==> config.mk <==
export PLATFORM = sky130hd
export DESIGN_NAME = multi_cycle_adder
export DESIGN_NICKNAME = d
export VERILOG_FILES = /design/src/rtl/mca_pkg.sv /design/src/rtl/ripple_carry_adder.sv /design/src/rtl/multi_cycle_adder.sv
export SDC_FILE = /design/constraint.sdc
export NUM_CORES = 1
export LEC_CHECK = 0
export CAP_MARGIN = 10
export CORE_ASPECT_RATIO = 1.2
export CORE_MARGIN = 2
export CORE_UTILIZATION = 47
export CTS_BUF_LIST = sky130_fd_sc_hd__clkbuf_2
export DETAILED_ROUTE_END_ITERATION = 8
export GPL_TIMING_DRIVEN = 0
export PLACE_DENSITY = 0.77
export SYNTH_ARGS = -nofsm -noshare
export SYNTH_HDL_FRONTEND = slang
export SYNTH_SLANG_ARGS = --single-unit
==> constraint.sdc <==
create_clock -name input_CLK -period 2.4 [get_ports input_CLK]
set_input_delay 0.48 -clock input_CLK [delete_from_list [all_inputs] [get_ports input_CLK]]
set_output_delay 0.48 -clock input_CLK [all_outputs]
set_load 0.02 [all_outputs]
==> src/rtl/mca_pkg.sv <==
// mca_pkg: shared state encoding and slice width for the multi-cycle adder
package mca_pkg;
  localparam logic [1:0] IDLE = 2'b00;
  localparam logic [1:0] RUN = 2'b01;
  localparam logic [1:0] DONE = 2'b10;
  localparam int SLICE_W = 2;
endpackage

==> src/rtl/ripple_carry_adder.sv <==
// ripple_carry_adder: 2-bit ripple slice built from two chained full adders
module ripple_carry_adder (
  input  logic [1:0] a_i,
  input  logic [1:0] b_i,
  input  logic       c_i,
  output logic [1:0] s_o,
  output logic       c_o
);
  logic c1;
  assign s_o[0] = a_i[0] ^ b_i[0] ^ c_i;
  assign c1 = (a_i[0] & b_i[0]) | (c_i & (a_i[0] ^ b_i[0]));
  assign s_o[1] = a_i[1] ^ b_i[1] ^ c1;
  assign c_o = (a_i[1] & b_i[1]) | (c1 & (a_i[1] ^ b_i[1]));
endmodule

==> src/rtl/multi_cycle_adder.sv <==
// multi_cycle_adder: WIDTH-bit add done two bits per cycle through one ripple slice
// Optional output_OVF port enabled by defining MULTI_CYCLE_ADDER_OVERFLOW_EN
module multi_cycle_adder
  import mca_pkg::*;
#(
  parameter int WIDTH = 8
) (
  input  logic             input_CLK,
  input  logic             input_RST,
  input  logic             input_START,
  input  logic [WIDTH-1:0] input_A,
  input  logic [WIDTH-1:0] input_B,
  input  logic             input_C0,
  output logic [WIDTH-1:0] output_S,
  output logic             output_C,
  output logic             output_BUSY,
`ifdef MULTI_CYCLE_ADDER_OVERFLOW_EN
  output logic             output_OVF,
`endif
  output logic             output_DONE
);
  localparam int IW = $clog2(WIDTH);
  localparam int NS = WIDTH / SLICE_W;
  logic [1:0] state_q, state_d;
  logic [IW-1:0] idx_q, idx_d;
  logic [WIDTH-1:0] a_q, a_d, b_q, b_d, s_q, s_d;
  logic cy_q, cy_d, c_q, c_d;
  logic [SLICE_W-1:0] sl_s;
  logic sl_c, last;
`ifdef MULTI_CYCLE_ADDER_OVERFLOW_EN
  logic ovf_q, ovf_d;
  assign output_OVF = ovf_q;
`endif
  assign last = idx_q == IW'(NS - 1);
  ripple_carry_adder u_rca (
    .a_i(a_q[int'(idx_q)*SLICE_W +: SLICE_W]),
    .b_i(b_q[int'(idx_q)*SLICE_W +: SLICE_W]),
    .c_i(cy_q),
    .s_o(sl_s),
    .c_o(sl_c)
  );
  always_comb begin
    state_d = state_q;
    idx_d = idx_q;
    a_d = a_q;
    b_d = b_q;
    s_d = s_q;
    cy_d = cy_q;
    c_d = c_q;
`ifdef MULTI_CYCLE_ADDER_OVERFLOW_EN
    ovf_d = ovf_q;
`endif
    if (state_q == IDLE && input_START) begin
      a_d = input_A;
      b_d = input_B;
      cy_d = input_C0;
      idx_d = '0;
      state_d = RUN;
    end else if (state_q == RUN) begin
      s_d[int'(idx_q)*SLICE_W +: SLICE_W] = sl_s;
      cy_d = sl_c;
      idx_d = idx_q + IW'(1);
      if (last) begin
        state_d = DONE;
        c_d = sl_c;
`ifdef MULTI_CYCLE_ADDER_OVERFLOW_EN
        ovf_d = (a_q[WIDTH-1] == b_q[WIDTH-1]) && (sl_s[SLICE_W-1] != a_q[WIDTH-1]);
`endif
      end
    end else if (state_q == DONE) begin
      state_d = IDLE;
    end
  end
  always_ff @(posedge input_CLK) begin
    if (input_RST) begin
      state_q <= IDLE;
      idx_q <= '0;
      a_q <= '0;
      b_q <= '0;
      s_q <= '0;
      cy_q <= 1'b0;
      c_q <= 1'b0;
`ifdef MULTI_CYCLE_ADDER_OVERFLOW_EN
      ovf_q <= 1'b0;
`endif
    end else begin
      state_q <= state_d;
      idx_q <= idx_d;
      a_q <= a_d;
      b_q <= b_d;
      s_q <= s_d;
      cy_q <= cy_d;
      c_q <= c_d;
`ifdef MULTI_CYCLE_ADDER_OVERFLOW_EN
      ovf_q <= ovf_d;
`endif
    end
  end
  assign output_S = s_q;
  assign output_C = c_q;
  assign output_BUSY = state_q != IDLE;
  assign output_DONE = state_q == DONE;
endmodule
==> results of run 1 <==
kinds of logic (layout without fill, tap and decap cells):
group,Yosys count,in the layout,synth area share [%]
xor gates and xnor gates,1,1,0.5743
and+or+nand+nor,69,69,24.37
buffers and inverters,16,58,6.726
adders and majority gates,9,9,8.367
DFF,31,31,40.69
AOI/OAI and AO/OA,29,29,11.40
muxes,7,7,7.876
state kept, by name, summed over array words and instances (netlist names):
signal and cells:
a_q 8, b_q 8, output_S 8, idx_q 3
state_q 2, cy_q 1, output_C 1
cells in the final DEF, fill, tap and decap left out, drive strengths merged, types with 2 or more instances in the layout:
master         count
a21oi             21
mux4               4
mux2i              3
clkinv             2
inv                6
clkdlybuf4s50     30
and2               2
nand2b             3
nor3b              2
fa                 2
nand3b             3
nand4b             3
nand3              2
clkbuf             8
buf               12
nor2               4
nand2             38
ha                 7
or4                2
dfxtp             31
nor3               3
o41ai              2
worst max-delay path by stage:
stage	from	to	slack (ns)	cells after the start
detailed placement	idx_q[0]	output_S[5]	-0.15	8
global placement	idx_q[0]	output_S[5]	-0.05	8
CTS	idx_q[0]	output_S[7]	0.06	8
global route	idx_q[0]	output_S[4]	0.01	6
floorplan	idx_q[0]	output_S[5]	0.11	8
finish	idx_q[0]	output_S[4]	0.09	6
critical path, stage by stage (launching register included):
cell                      delay (ns)
sky130_fd_sc_hd__dfxtp_2        0.38
sky130_fd_sc_hd__buf_8          0.13
sky130_fd_sc_hd__mux4_2         0.51
sky130_fd_sc_hd__nand2_2        0.10
sky130_fd_sc_hd__fa_2           0.46
sky130_fd_sc_hd__or4_1          0.52
sky130_fd_sc_hd__a21oi_1        0.14
area by class of cell:
cell class,count,area (um^2),share of cell area (%)
multi-input combinational,115,822.0,41.79
sequential,31,621.8,31.62
timing repair buffer,34,330.3,16.79
buffer,10,87.58,4.453
tap,36,45.04,2.290
clock buffer,6,30.03,1.527
inverter,6,22.52,1.145
clock inverter,2,7.507,0.3817
power groups by stage:
stage               sequential (uW)  clock [uW]  combinational (uW)
finish                          553         243                 213
global route                    556         282                 232
CTS                             553         250                 204
detailed placement              564           0                 199
global placement                563           0                 194
floorplan                       564           0                 127
stage by stage:
| step | utilization (%) | power [uW] | hold slack [ns] | cells |
|---|---|---|---|---|
| 6_report | 63.80 | 1009 | 0.4664 | 240 |
| 5_1_grt | 63.80 | 1070 | 0.4822 | 240 |
| 4_1_cts | 62.54 | 1007 | 0.4678 | 237 |
| 3_5_place_dp | 60.67 | 763.3 | 0.4481 | 228 |
| 3_3_place_gp | 60.67 | 756.7 | 0.4375 | 228 |
| 2_1_floorplan | - | 691.1 | 0.4331 | 162 |
per-layer routing:
metal  vias up  GRT usage [%]
met1       623          19.17
li1        641              -
met4         0          8.929
met2        32          34.56
met3        10          7.045
met5         -              0
timing repair:
item,CTS,global route
buffers inserted,1,3
pin swaps,1,1
resized for setup,3,4
setup endpoints to repair,5,4
synthesized netlist by cell type, types with 2 or more instances:
library cell,instances
sky130_fd_sc_hd__nand2_1,38
sky130_fd_sc_hd__dfxtp_1,31
sky130_fd_sc_hd__a21oi_1,21
sky130_fd_sc_hd__ha_1,7
sky130_fd_sc_hd__inv_1,6
sky130_fd_sc_hd__mux4_2,4
sky130_fd_sc_hd__nor2_1,4
sky130_fd_sc_hd__buf_6,3
sky130_fd_sc_hd__mux2i_1,3
sky130_fd_sc_hd__nand2b_1,3
sky130_fd_sc_hd__nand3b_1,3
sky130_fd_sc_hd__nor3_1,3
sky130_fd_sc_hd__and2_1,2
sky130_fd_sc_hd__buf_4,2
sky130_fd_sc_hd__clkbuf_1,2
sky130_fd_sc_hd__fa_1,2
sky130_fd_sc_hd__nand3_1,2
sky130_fd_sc_hd__nand4b_1,2
sky130_fd_sc_hd__o41ai_1,2
sky130_fd_sc_hd__or4_1,2
==> impl_metrics.py, run 1 <==
metrics = {
    "timing": {
        "timing_max_transition_violations_final": 0,
        "relSlewSlack_pct": 64.47,
        "grt_setup_unrepaired": "no",
        "final_period_minus_worst_setup_slack_ns": 2.312,
        "tns_ns": 0,
        "finalSetupViolCount": 0,
        "layout_setup_ws_ns": 0.08832,
        "tightest_slew_ns": 0.5255,
        "report.final.hold_viol_count": 0,
        "timing.clock.skew_ns": 0.009346,
        "finalCritPeriodShare_pct": 96.32,
        "fmaxAchievable_mhz": 432.6,
    },
    "placed_design": {
        "place.gp.congestion": 0.7487,
        "place.detailed.hpwl_mm": 2.305,
        "placement.io_buffers": 30,
        "place_ws_ns": -0.1505,
        "dpl-instance-area_mm2": 0.001871,
    },
    "yosys": {
        "syn_avg_cell_area_um2": 9.415,
        "synth_area_leader_cell": "sky130_fd_sc_hd__dfxtp_1",
        "synth_warnings": 0,
        "netlist_area_mm2": 0.001525,
        "synth.top_cells.by_area": "sky130_fd_sc_hd__dfxtp_1, sky130_fd_sc_hd__nand2_1, sky130_fd_sc_hd__a21oi_1, sky130_fd_sc_hd__mux4_2, sky130_fd_sc_hd__ha_1",
        "number_of_distinct_standard_cells_referenced_by_the_synthesized_netlist": 40,
        "yosys_register_bits": 31,
        "postSynth.asyncResetShare_pct": 0,
        "synth-edff-count": 0,
        "postSynthCellCount": 162,
        "synth_top_cell_area_share_pct": 40.69,
        "postSynthNetCount": 191,
        "ys_seq_area_share_pct": 40.69,
        "synth_ff_type": "sky130_fd_sc_hd__dfxtp_1",
    },
    "final_layout": {
        "fillers": 272,
        "drive_gt1_share_pct": 15.20,
        "nets": 232,
        "design_area_mm2": 0.001967,
        "area.growth.synth_to_final_pct": 28.96,
        "n_antenna_cell": 0,
    },
    "clock_tree": {
        "root_buffer": "sky130_fd_sc_hd__clkbuf_2",
        "postCtsHoldBufs": 0,
        "tritoncts": "yes",
        "clock_sink_count": 31,
        "maximum_level_of_the_cts_h_tree": 2,
        "cts_inserted_buffers": 5,
        "worstSkewPairLatency_ns": 0.37,
        "clk_transition_reported_paths_ns": 0.15,
        "clock_tree.buffer_depth": 2,
    },
    "setup_path": {
        "critical_path_start_end_classification": "reg -> reg",
        "cp_data_required_time_ns": 2.70,
        "timing.critical_path.fanout_max": 7,
        "r2r.worst_path.cells": 6,
        "critical_path.reg2reg.startpoint": "idx_q[0]",
        "reg_to_reg_critical_path_endpoint": "output_S[4]",
        "critical_path.endpoint_type": "flop",
        "worst-r2r-setup-slack_ns": 0.09,
        "critPathLaunchType": "flop",
        "critPathArrivalTime_ns": 2.62,
    },
    "pwr": {
        "internal_power_uw": 718.4,
        "p_sw_share_pct": 28.78,
        "leakage_power_uw": 0.0007643,
        "share_clk_of_total_power_pct": 24.1,
        "peakVddDrop_mv": 0.3314,
        "power_switching_uw": 290.2,
        "power.density_cell_area_mw_per_mm2": 512.8,
        "comb_power_share_pct": 21.1,
        "sequential_share_of_power_pct": 54.8,
    },
    "drt": {
        "met1_length_mm": 1.286,
        "post_drt_via_cell_ratio": 5.442,
        "met3WireLength_um": 179,
        "dr.pass1.iters": 4,
        "routed-wl-met2_mm": 1.636,
        "routed.top_layer": "met4",
        "wire_length_reported_by_the_detailed_router_mm": 3.180,
        "via_count": 1306,
        "drc": 0,
        "route.antenna.remaining_nets": 0,
        "routedWlPerCell_um": 13.25,
        "number_of_drc_markers_after_the_initial_detailed_route_iteration": 36,
    },
    "floorplan": {
        "top_level_ports": 31,
        "placeableCoreArea_mm2": 0.003083,
        "row_count": 22,
        "die_width_um": 56,
        "die_area_mm2": 0.003718,
        "chip_height_um": 66.40,
        "initial_core_utilization_pct": 49.47,
    },
    "global_routing": {
        "grt_pass1_wl_mm": 5.416,
        "grt_max_degree": 11,
        "antenna_found_initial": 0,
        "groute.usage.overall_pct": 19.01,
        "via_count_of_the_first_global_routing_pass": 1247,
        "globalRouteOverflowTotal": 0,
    },
    "hold_path": {
        "hold-path-cell-count": 2,
        "hold_class": "reg -> reg",
        "worst_hold_path.endpoint": "b_q[6]",
        "worst_hold_startpoint": "b_q[6]",
    },
    "run": {
        "maxCapViolCount": 0,
    },
    "outcome": {
        "status": "complete, no violations",
    },
}
Note: power is estimated with default switching activity, not from simulation.
==> run 2, diff against run 1 <==
--- a/config.mk
+++ b/config.mk
@@ -8,11 +8,12 @@
 export CAP_MARGIN = 10
 export CORE_ASPECT_RATIO = 1.2
 export CORE_MARGIN = 2
-export CORE_UTILIZATION = 47
+export CORE_UTILIZATION = 58
 export CTS_BUF_LIST = sky130_fd_sc_hd__clkbuf_2
 export DETAILED_ROUTE_END_ITERATION = 8
+export DONT_BUFFER_PORTS = 1
 export GPL_TIMING_DRIVEN = 0
-export PLACE_DENSITY = 0.77
+export PLACE_DENSITY = 0.76
 export SYNTH_ARGS = -nofsm -noshare
 export SYNTH_HDL_FRONTEND = slang
 export SYNTH_SLANG_ARGS = --single-unit
==> run 2 against run 1 <==
Effect of this change: register-to-register slack about the same; sequential share of layout area rose by 5.9 points; first-iteration DRC count shrank 17%; clock skew grew 0.017 ns; fmax about the same; final area shrank 16%; critical path type unchanged.
==> impl_metrics.py, run 2 (synthesized netlist as in run 1, its figures left out) <==
metrics = {
    "floorplan": {
        "die_area_mm2": 0.003057,
        "placeableCoreArea_mm2": 0.002527,
        "row_count": 20,
        "initial_core_utilization_pct": 60.35,
        "die_width_um": 50.81,
        "top_level_ports": 31,
        "chip_height_um": 60.18,
    },
    "timing": {
        "fmaxAchievable_mhz": 432.7,
        "finalSetupViolCount": 0,
        "timing.clock.skew_ns": 0.02619,
        "tightest_slew_ns": 0.5136,
        "report.final.hold_viol_count": 0,
        "grt_setup_unrepaired": "no",
        "tns_ns": 0,
        "relSlewSlack_pct": 65.28,
        "finalCritPeriodShare_pct": 96.30,
        "final_period_minus_worst_setup_slack_ns": 2.311,
        "timing_max_transition_violations_final": 0,
    },
    "pwr": {
        "finalPower_uw": 975.9,
        "peakVddDrop_mv": 0.4450,
        "leakage_power_uw": 0.0006521,
        "power.density_cell_area_mw_per_mm2": 587.3,
    },
    "clock_tree": {
        "cts_inserted_buffers": 5,
        "maximum_level_of_the_cts_h_tree": 2,
        "postCtsHoldBufs": 0,
        "clock_tree.buffer_depth": 2,
        "root_buffer": "sky130_fd_sc_hd__clkbuf_2",
        "clock_sink_count": 31,
        "clk_transition_reported_paths_ns": 0.17,
        "tritoncts": "yes",
        "worstSkewPairLatency_ns": 0.37,
    },
    "global_routing": {
        "groute.usage.overall_pct": 23.18,
        "antenna_found_initial": 0,
        "grt_use_met3_pct": 8.000,
        "grt_pass1_wl_mm": 5.085,
        "grt.met2_usage_pct": 42.86,
        "via_count_of_the_first_global_routing_pass": 1137,
        "grt_max_degree": 11,
        "grt.busiest_layer": "met2",
        "use_met1_pct": 23.27,
        "globalRouteOverflowTotal": 0,
    },
    "drt": {
        "drc": 0,
        "wire_length_reported_by_the_detailed_router_mm": 3.057,
        "routedWlPerCell_um": 14.77,
        "via_count": 1168,
        "number_of_drc_markers_after_the_initial_detailed_route_iteration": 30,
        "post_drt_via_cell_ratio": 5.643,
        "route.antenna.remaining_nets": 0,
        "dr.pass1.iters": 4,
    },
    "setup_path": {
        "r2r.worst_path.cells": 6,
        "critPathLaunchType": "flop",
        "critical_path.cell_chain": "buf_8, mux4_2, nand2_1, fa_1, or4_1, a21oi_1",
        "critical_path.reg2reg.startpoint": "idx_q[0]",
        "worst-r2r-setup-slack_ns": 0.09,
        "critPathArrivalTime_ns": 2.62,
        "critical_path.endpoint_type": "flop",
        "reg_to_reg_critical_path_endpoint": "output_S[4]",
        "cp_data_required_time_ns": 2.71,
        "slowest_delay_ns": 0.54,
        "critical_path_start_end_classification": "reg -> reg",
        "timing.critical_path.fanout_max": 6,
        "crit_slowest_cell": "sky130_fd_sc_hd__or4_1",
    },
    "hold_path": {
        "hold_class": "in -> reg",
        "worst_hold_startpoint": "input_RST",
        "worst_hold_path.endpoint": "idx_q[2]",
        "hold-path-cell-count": 1,
    },
    "final_layout": {
        "area.growth.synth_to_final_pct": 8.942,
        "n_antenna_cell": 0,
        "fillers": 230,
        "layout.cells.most_common_list": "sky130_fd_sc_hd__nand2_1, sky130_fd_sc_hd__dfxtp_1, sky130_fd_sc_hd__a21oi_1, sky130_fd_sc_hd__ha_1",
        "drive_gt1_share_pct": 17.82,
        "nets": 202,
        "most_common_cell_after_layout_fill_and_taps_aside": "sky130_fd_sc_hd__nand2_1",
    },
    "outcome": {
        "status": "complete, no violations",
    },
    "placed_design": {
        "place.detailed.hpwl_mm": 2.184,
        "placement.io_buffers": 0,
        "place.gp.congestion": 0.7525,
    },
    "run": {
        "maxCapViolCount": 0,
    },
}
==> run 2: changes by cell type in the layout (fill, tap and decap cells not counted) <==
cell,delta
sky130_fd_sc_hd__dfxtp_1,-1
sky130_fd_sc_hd__clkdlybuf4s50_1,-30
sky130_fd_sc_hd__o41ai_2,-1
sky130_fd_sc_hd__nand2b_4,+1
sky130_fd_sc_hd__nand2b_1,-1
sky130_fd_sc_hd__fa_2,-1
sky130_fd_sc_hd__dfxtp_2,+1
sky130_fd_sc_hd__o41ai_1,+1
sky130_fd_sc_hd__fa_1,+1
==> run 2: worst max path at each step <==
stage,startpoint,end,slack (ns)
finish,idx_q[0],output_S[4],0.09
global route,idx_q[0],output_S[4],0.01
CTS,idx_q[0],output_S[5],0.01
detailed placement,idx_q[0],output_S[5],-0.17
global placement,idx_q[0],output_S[5],-0.05
floorplan,idx_q[0],output_S[5],0.11
==> run 2: layout make-up <==
class / count / area [um^2] / area share [%]
inverter: 6 / 22.52 / 1.355
multi-input combinational: 115 / 819.5 / 49.32
tap: 33 / 41.29 / 2.485
buffer: 10 / 87.58 / 5.271
clock inverter: 2 / 7.507 / 0.4518
clock buffer: 6 / 30.03 / 1.807
timing repair buffer: 4 / 30.03 / 1.807
sequential: 31 / 623.1 / 37.50
==> run 2: worst max-delay path: cells and delay by family, from the launching register on <==
family                   cells  cell delay (ns)
adder cells (fa/ha/maj)      1             0.47
buffers and inverters        1             0.12
flip-flops                   1             0.38
AO/OA/AOI/OAI                1             0.14
AND/OR/NAND/NOR              2             0.64
multiplexers                 1             0.49
==> run 2: power breakdown <==
group | internal, uW | switching (uW)
clock network | 70.0 | 177
logic | 77.3 | 94.2
registers | 540 | 17.4
total | 687 | 289
==> run 2: per-layer routing <==
layer | up-vias | wire length [um]
li1 | 583 | -
met1 | 551 | 1200
met2 | 28 | 1631
met3 | 6 | 175
met4 | 0 | 50
met5 | - | 0
==> run 2: through the flow <==
stage / cell area [um^2] / instances / setup slack, ns / util [%] / hold WS (ns)
2_1_floorplan: 1525 / 162 / 0.1054 / - / 0.4331
3_3_place_gp: 1567 / 195 / -0.05044 / 61.98 / 0.4412
3_5_place_dp: 1567 / 195 / -0.1685 / 61.98 / 0.4479
4_1_cts: 1632 / 204 / 0.01385 / 64.55 / 0.1476
5_1_grt: 1662 / 207 / 0.01367 / 65.74 / 0.1283
6_report: 1662 / 207 / 0.08881 / 65.74 / 0.1662
==> run 2: repair_timing <==
action / 4_1_cts / 5_1_grt
setup buffers: 1 / 3
setup endpoints to repair: 5 / 2
pin swaps: 0 / 2
gates resized for setup: 4 / 3
==> run 3, diff against run 2 <==
--- a/config.mk
+++ b/config.mk
@@ -7,13 +7,12 @@
 export LEC_CHECK = 0
 export CAP_MARGIN = 10
 export CORE_ASPECT_RATIO = 1.2
-export CORE_MARGIN = 2
-export CORE_UTILIZATION = 58
+export CORE_UTILIZATION = 63
 export CTS_BUF_LIST = sky130_fd_sc_hd__clkbuf_2
 export DETAILED_ROUTE_END_ITERATION = 8
 export DONT_BUFFER_PORTS = 1
 export GPL_TIMING_DRIVEN = 0
-export PLACE_DENSITY = 0.76
+export PLACE_DENSITY = 0.79
 export SYNTH_ARGS = -nofsm -noshare
 export SYNTH_HDL_FRONTEND = slang
 export SYNTH_SLANG_ARGS = --single-unit
==> constraint.sdc (replaced) <==
create_clock -name input_CLK -period 2.9 [get_ports input_CLK]
set_input_delay 0.58 -clock input_CLK [delete_from_list [all_inputs] [get_ports input_CLK]]
set_output_delay 0.58 -clock input_CLK [all_outputs]
set_load 0.02 [all_outputs]
==> run 3 against run 2 <==
Effect of this change: first-iteration DRC count increased by 13%; clock power down 19%; worst setup slack better by 0.27 ns; final cell count decreased by 2.9%; non-clock buffer count fell by 4; critical path depth is 2 higher; core utilization is 4.4 points higher; final area fell by 3.6%; wire length down 2.0%; combinational power decreased by 24%.
==> impl_metrics.py, run 3 (synthesized netlist as in run 1, its figures left out) <==
metrics = {
    "floorplan": {
        "top_level_ports": 31,
        "row_count": 19,
        "chip_height_um": 55.90,
        "placeableCoreArea_mm2": 0.002282,
        "die_area_mm2": 0.002623,
        "initial_core_utilization_pct": 66.83,
        "die_width_um": 46.92,
    },
    "timing": {
        "finalSetupViolCount": 0,
        "tightest_slew_ns": 0.5639,
        "relSlewSlack_pct": 61.88,
        "finalCritPeriodShare_pct": 87.47,
        "timing_max_transition_violations_final": 0,
        "tns_ns": 0,
        "grt_setup_unrepaired": "no",
        "timing.clock.skew_ns": 0.005929,
        "final_period_minus_worst_setup_slack_ns": 2.537,
        "fmaxAchievable_mhz": 394.2,
        "report.final.hold_viol_count": 0,
    },
    "setup_path": {
        "crit_slowest_cell": "sky130_fd_sc_hd__mux4_2",
        "critPathArrivalTime_ns": 2.81,
        "cp_data_required_time_ns": 3.18,
        "slowest_delay_ns": 0.52,
        "critical_path.endpoint_type": "flop",
        "critical_path.cell_chain": "buf_4, mux4_2, nand2_1, fa_1, inv_1, fa_1, nand2b_1, o41ai_1",
        "path_buf_inv": 2,
        "critPathLaunchType": "flop",
        "timing.critical_path.mode_cell": "sky130_fd_sc_hd__fa_1",
        "cpLargestDelayFamily": "adder cells",
        "timing.critical_path.fanout_max": 9,
        "critical_path_start_end_classification": "reg -> reg",
    },
    "drt": {
        "routedWlPerCell_um": 14.91,
        "met1_length_mm": 1.256,
        "drc": 0,
        "routed-wl-met2_mm": 1.545,
        "number_of_drc_markers_after_the_initial_detailed_route_iteration": 34,
        "via_count": 1164,
        "routed.top_layer": "met4",
        "post_drt_via_cell_ratio": 5.791,
        "route.antenna.remaining_nets": 0,
        "dr.pass1.iters": 4,
        "met3WireLength_um": 153,
        "wire_length_reported_by_the_detailed_router_mm": 2.997,
    },
    "global_routing": {
        "via_count_of_the_first_global_routing_pass": 1129,
        "groute.usage.overall_pct": 27.31,
        "grt_max_degree": 11,
        "globalRouteOverflowTotal": 0,
        "antenna_found_initial": 0,
        "grt_pass1_wl_mm": 4.995,
    },
    "pwr": {
        "leakage_power_uw": 0.0006163,
        "internal_power_uw": 559.7,
        "p_sw_share_pct": 29.41,
        "finalPower_uw": 792.8,
        "power_switching_uw": 233.1,
        "comb_power_share_pct": 16.4,
        "share_clk_of_total_power_pct": 25.4,
        "peakVddDrop_mv": 0.3983,
        "power.density_cell_area_mw_per_mm2": 495.0,
        "sequential_share_of_power_pct": 58.2,
    },
    "placed_design": {
        "place.detailed.hpwl_mm": 2.145,
        "placement.io_buffers": 0,
        "place.gp.congestion": 0.7914,
    },
    "clock_tree": {
        "postCtsHoldBufs": 0,
        "clock_sink_count": 31,
        "cts_inserted_buffers": 5,
        "root_buffer": "sky130_fd_sc_hd__clkbuf_2",
        "clk_transition_reported_paths_ns": 0.15,
        "cts-resized-gates": 0,
        "maximum_level_of_the_cts_h_tree": 2,
        "cts_setup_buffers": 0,
        "tritoncts": "yes",
        "clock_tree.buffer_depth": 2,
        "worstSkewPairLatency_ns": 0.36,
    },
    "final_layout": {
        "final_core_util_pct": 70.18,
        "n_antenna_cell": 0,
        "drive_gt1_share_pct": 12.94,
        "nets": 198,
        "area.growth.synth_to_final_pct": 5.004,
        "layout.cells.most_common_list": "sky130_fd_sc_hd__nand2_1, sky130_fd_sc_hd__dfxtp_1, sky130_fd_sc_hd__a21oi_1, sky130_fd_sc_hd__ha_1",
        "fillers": 200,
        "most_common_cell_after_layout_fill_and_taps_aside": "sky130_fd_sc_hd__nand2_1",
    },
    "outcome": {
        "status": "complete, no violations",
    },
    "hold_path": {
        "hold_class": "in -> reg",
    },
    "run": {
        "maxCapViolCount": 0,
    },
}
-- run 3: cell type report --
class,count,area [um^2],area share (%)
Sequential cell,31,620.6,38.75
Clock buffer,6,30.03,1.875
Multi-Input combinational cell,115,802.0,50.08
Tap cell,31,38.79,2.422
Buffer,10,80.08,5.000
Inverter,6,22.52,1.406
Clock inverter,2,7.507,0.4687
-- run 3: per-layer routing --
metal | vias to the layer above | track usage (%)
met5 | - | 0
met4 | 0 | 8.163
met3 | 6 | 11.36
met2 | 30 | 44.05
met1 | 554 | 32.07
li1 | 574 | -
-- run 3: path summary, 6_finish.rpt --
kind	start	end	slack, ns	depth (start not counted)
worst max-delay path	idx_q[0]	output_S[5]	0.36	8
worst min-delay path	input_RST	idx_q[2]	0.27	1
worst max register to register	idx_q[0]	output_S[5]	0.36	8
worst min register to register	a_q[0]	a_q[0]	0.47	2
-- run 3: metrics by stage --
stage / std cells / area (um^2) / setup WS (ns) / hold slack, ns
2_1_floorplan: 162 / 1525 / 0.6054 / 0.4331
3_3_place_gp: 193 / 1564 / 0.4419 / 0.4401
3_5_place_dp: 193 / 1564 / 0.4055 / 0.4468
4_1_cts: 201 / 1602 / 0.3618 / 0.2624
5_1_grt: 201 / 1602 / 0.2255 / 0.2302
6_report: 201 / 1602 / 0.3634 / 0.2695
-- run 3: power groups by stage --
stage	combinational [uW]	sequential (uW)	clock, uW
final	130	461	201
after global routing	146	464	229
after floorplan	105	467	0
after detailed placement	130	471	0
after CTS	131	461	204
after global placement	125	469	0
==> RTL edit, RTL diff (settings of run 2) <==
The parameter `WIDTH` goes from 8 to 16.
--- a/src/rtl/multi_cycle_adder.sv
+++ b/src/rtl/multi_cycle_adder.sv
@@ -4,5 +4,5 @@
   import mca_pkg::*;
 #(
-  parameter int WIDTH = 8
+  parameter int WIDTH = 16
 ) (
   input  logic             input_CLK,
Ports: changed (resized input_A, input_B and output_S); port bits go from 31 to 55. The function was not compared with the original's and may differ.
==> RTL edit against run 2 <==
  * The run now ends with negative setup slack left
  * Sequential cell count is 25 higher
  * Cell count is 73% higher
  * Synthesized cell count is 78% higher
  * Final area is 78% higher
  * Synthesized area is 80% higher
  * Setup slack worse by 0.29 ns
  * Power is 79% higher
  * Clock power is 89% higher
  * Routed wire length is 91% higher
  * Critical endpoint is now output_S[15]
  * Largest cell class unchanged
==> RTL edit: results (changes against run 2) <==
* Clock power share at 26.8% (+1.5 points)
* Placed insts at 346 (+77%)
* All-layer global routing usage at 23.5% (+0.29 points)
* Failing checks: negative setup slack
* HPWL Detailed at 4260 um (+95%)
* TNS Setup at -2.06 ns (-2.06 ns)
* Pin count of the biggest net entering global routing at 17 (+6)
* Sequential fraction of the synthesis area at 40.9% (+0.22 points)
* Wirelength, routed at 5850 um (+91%)
* Synth area leaders: dfxtp_1 (41%), nand2_1 (11%), mux4_2 (6.6%)
* Leakage at 1.18 nW (+81%)
* Crit-path max FO at 4 (-2)
* CP peak stage delay at 0.57 ns (+0.03 ns)
* Share of layout cells above drive strength 1 at 21.3% (+3.4 points)
* Logic pwr share at 15.8% (-1.8 points)
* Syn_nets at 329 (+72%)
* Initial DRC Count at 128 (+330%)
* Worst vdd ir at 0.345 mV (-22%)
* Number of global-route vias before repair at 2025 (+78%)
* Post-synth top cells: nand2_1 (78), dfxtp_1 (56), a21oi_1 (34), mux2i_1 (16), buf_2 (9)
* Global-route wire length before repair at 9320 um (+83%)
* Critical path's top delay family: adder cells
* WL per Instance at 16.3 um (+10%)
* P_sw at 0.469 mW (+62%)
* Outcome: complete, but fails checks
* Clk_skew at 0.0168 ns (-0.00940 ns)
* Final Setup Violations at 15 (+15)
* Worst skew pair latency at 0.45 ns (+0.08 ns)
* Post-DP Area at 2820 um2 (+80%)
* 1st-pass router iterations at 5 (+1)
* Final worst slack at -0.201 ns (-0.290 ns)
* RR Endpoint: output_S[15]
RTL edit: changes by cell type after synthesis, sizes merged, moves of 3 or more:
| cell | delta |
|---|---|
| a21oi | +14 |
| buf | +7 |
| clkbuf | +3 |
| dfxtp | +25 |
| ha | -4 |
| mux2i | +13 |
| mux4 | +4 |
| nand2 | +40 |
| nand4 | +5 |
| nor3 | +3 |
| o2111ai | +3 |
RTL edit: area by class of cell:
cell class,instances,area (um2)
clock inverters,2,35.0
well taps,58,72.6
multi-input cells,204,1470
fillers,397,1610
inverters,7,26.3
flip-flops and latches,56,1120
clock buffers,6,30.0
repair buffers,5,37.5
plain buffers,21,160
RTL edit: logic make-up after synthesis:
kind of cell / count (synthesis) / synth area share [%]
AND/OR/NAND/NOR: 121 / 24.5
buffers and inverters: 28 / 6.07
multiplexers: 24 / 12.4
XOR/XNOR: 4 / 1.83
AO/OA/AOI/OAI: 50 / 11.4
adder cells (fa/ha/maj): 5 / 2.83
flip-flops: 56 / 40.9
RTL edit: routing by layer:
metal / track usage, % / share of wire [%]
met2: 42.2 / 53
met5: 0 / 0
met3: 4.25 / 5.2
met1: 26.2 / 39
met4: 11.0 / 2.3
RTL edit: how the worst min path moves through the flow:
stage / start / end / slack, ns / depth (start not counted)
final: input_B[3] / b_q[3] / 0.11 / 2
after global routing: input_B[5] / b_q[5] / 0.06 / 2
after CTS: input_B[2] / b_q[2] / 0.09 / 2
after detailed placement: b_q[5] / b_q[5] / 0.44 / 2
after global placement: a_q[13] / a_q[13] / 0.44 / 2
after floorplan: a_q[12] / a_q[12] / 0.43 / 2
RTL edit: what timing repair did:
action,4_1_cts,5_1_grt
endpoints found under the setup margin,16,16
buffers inserted,5,0
gates resized for setup,8,1
pin swaps,6,3
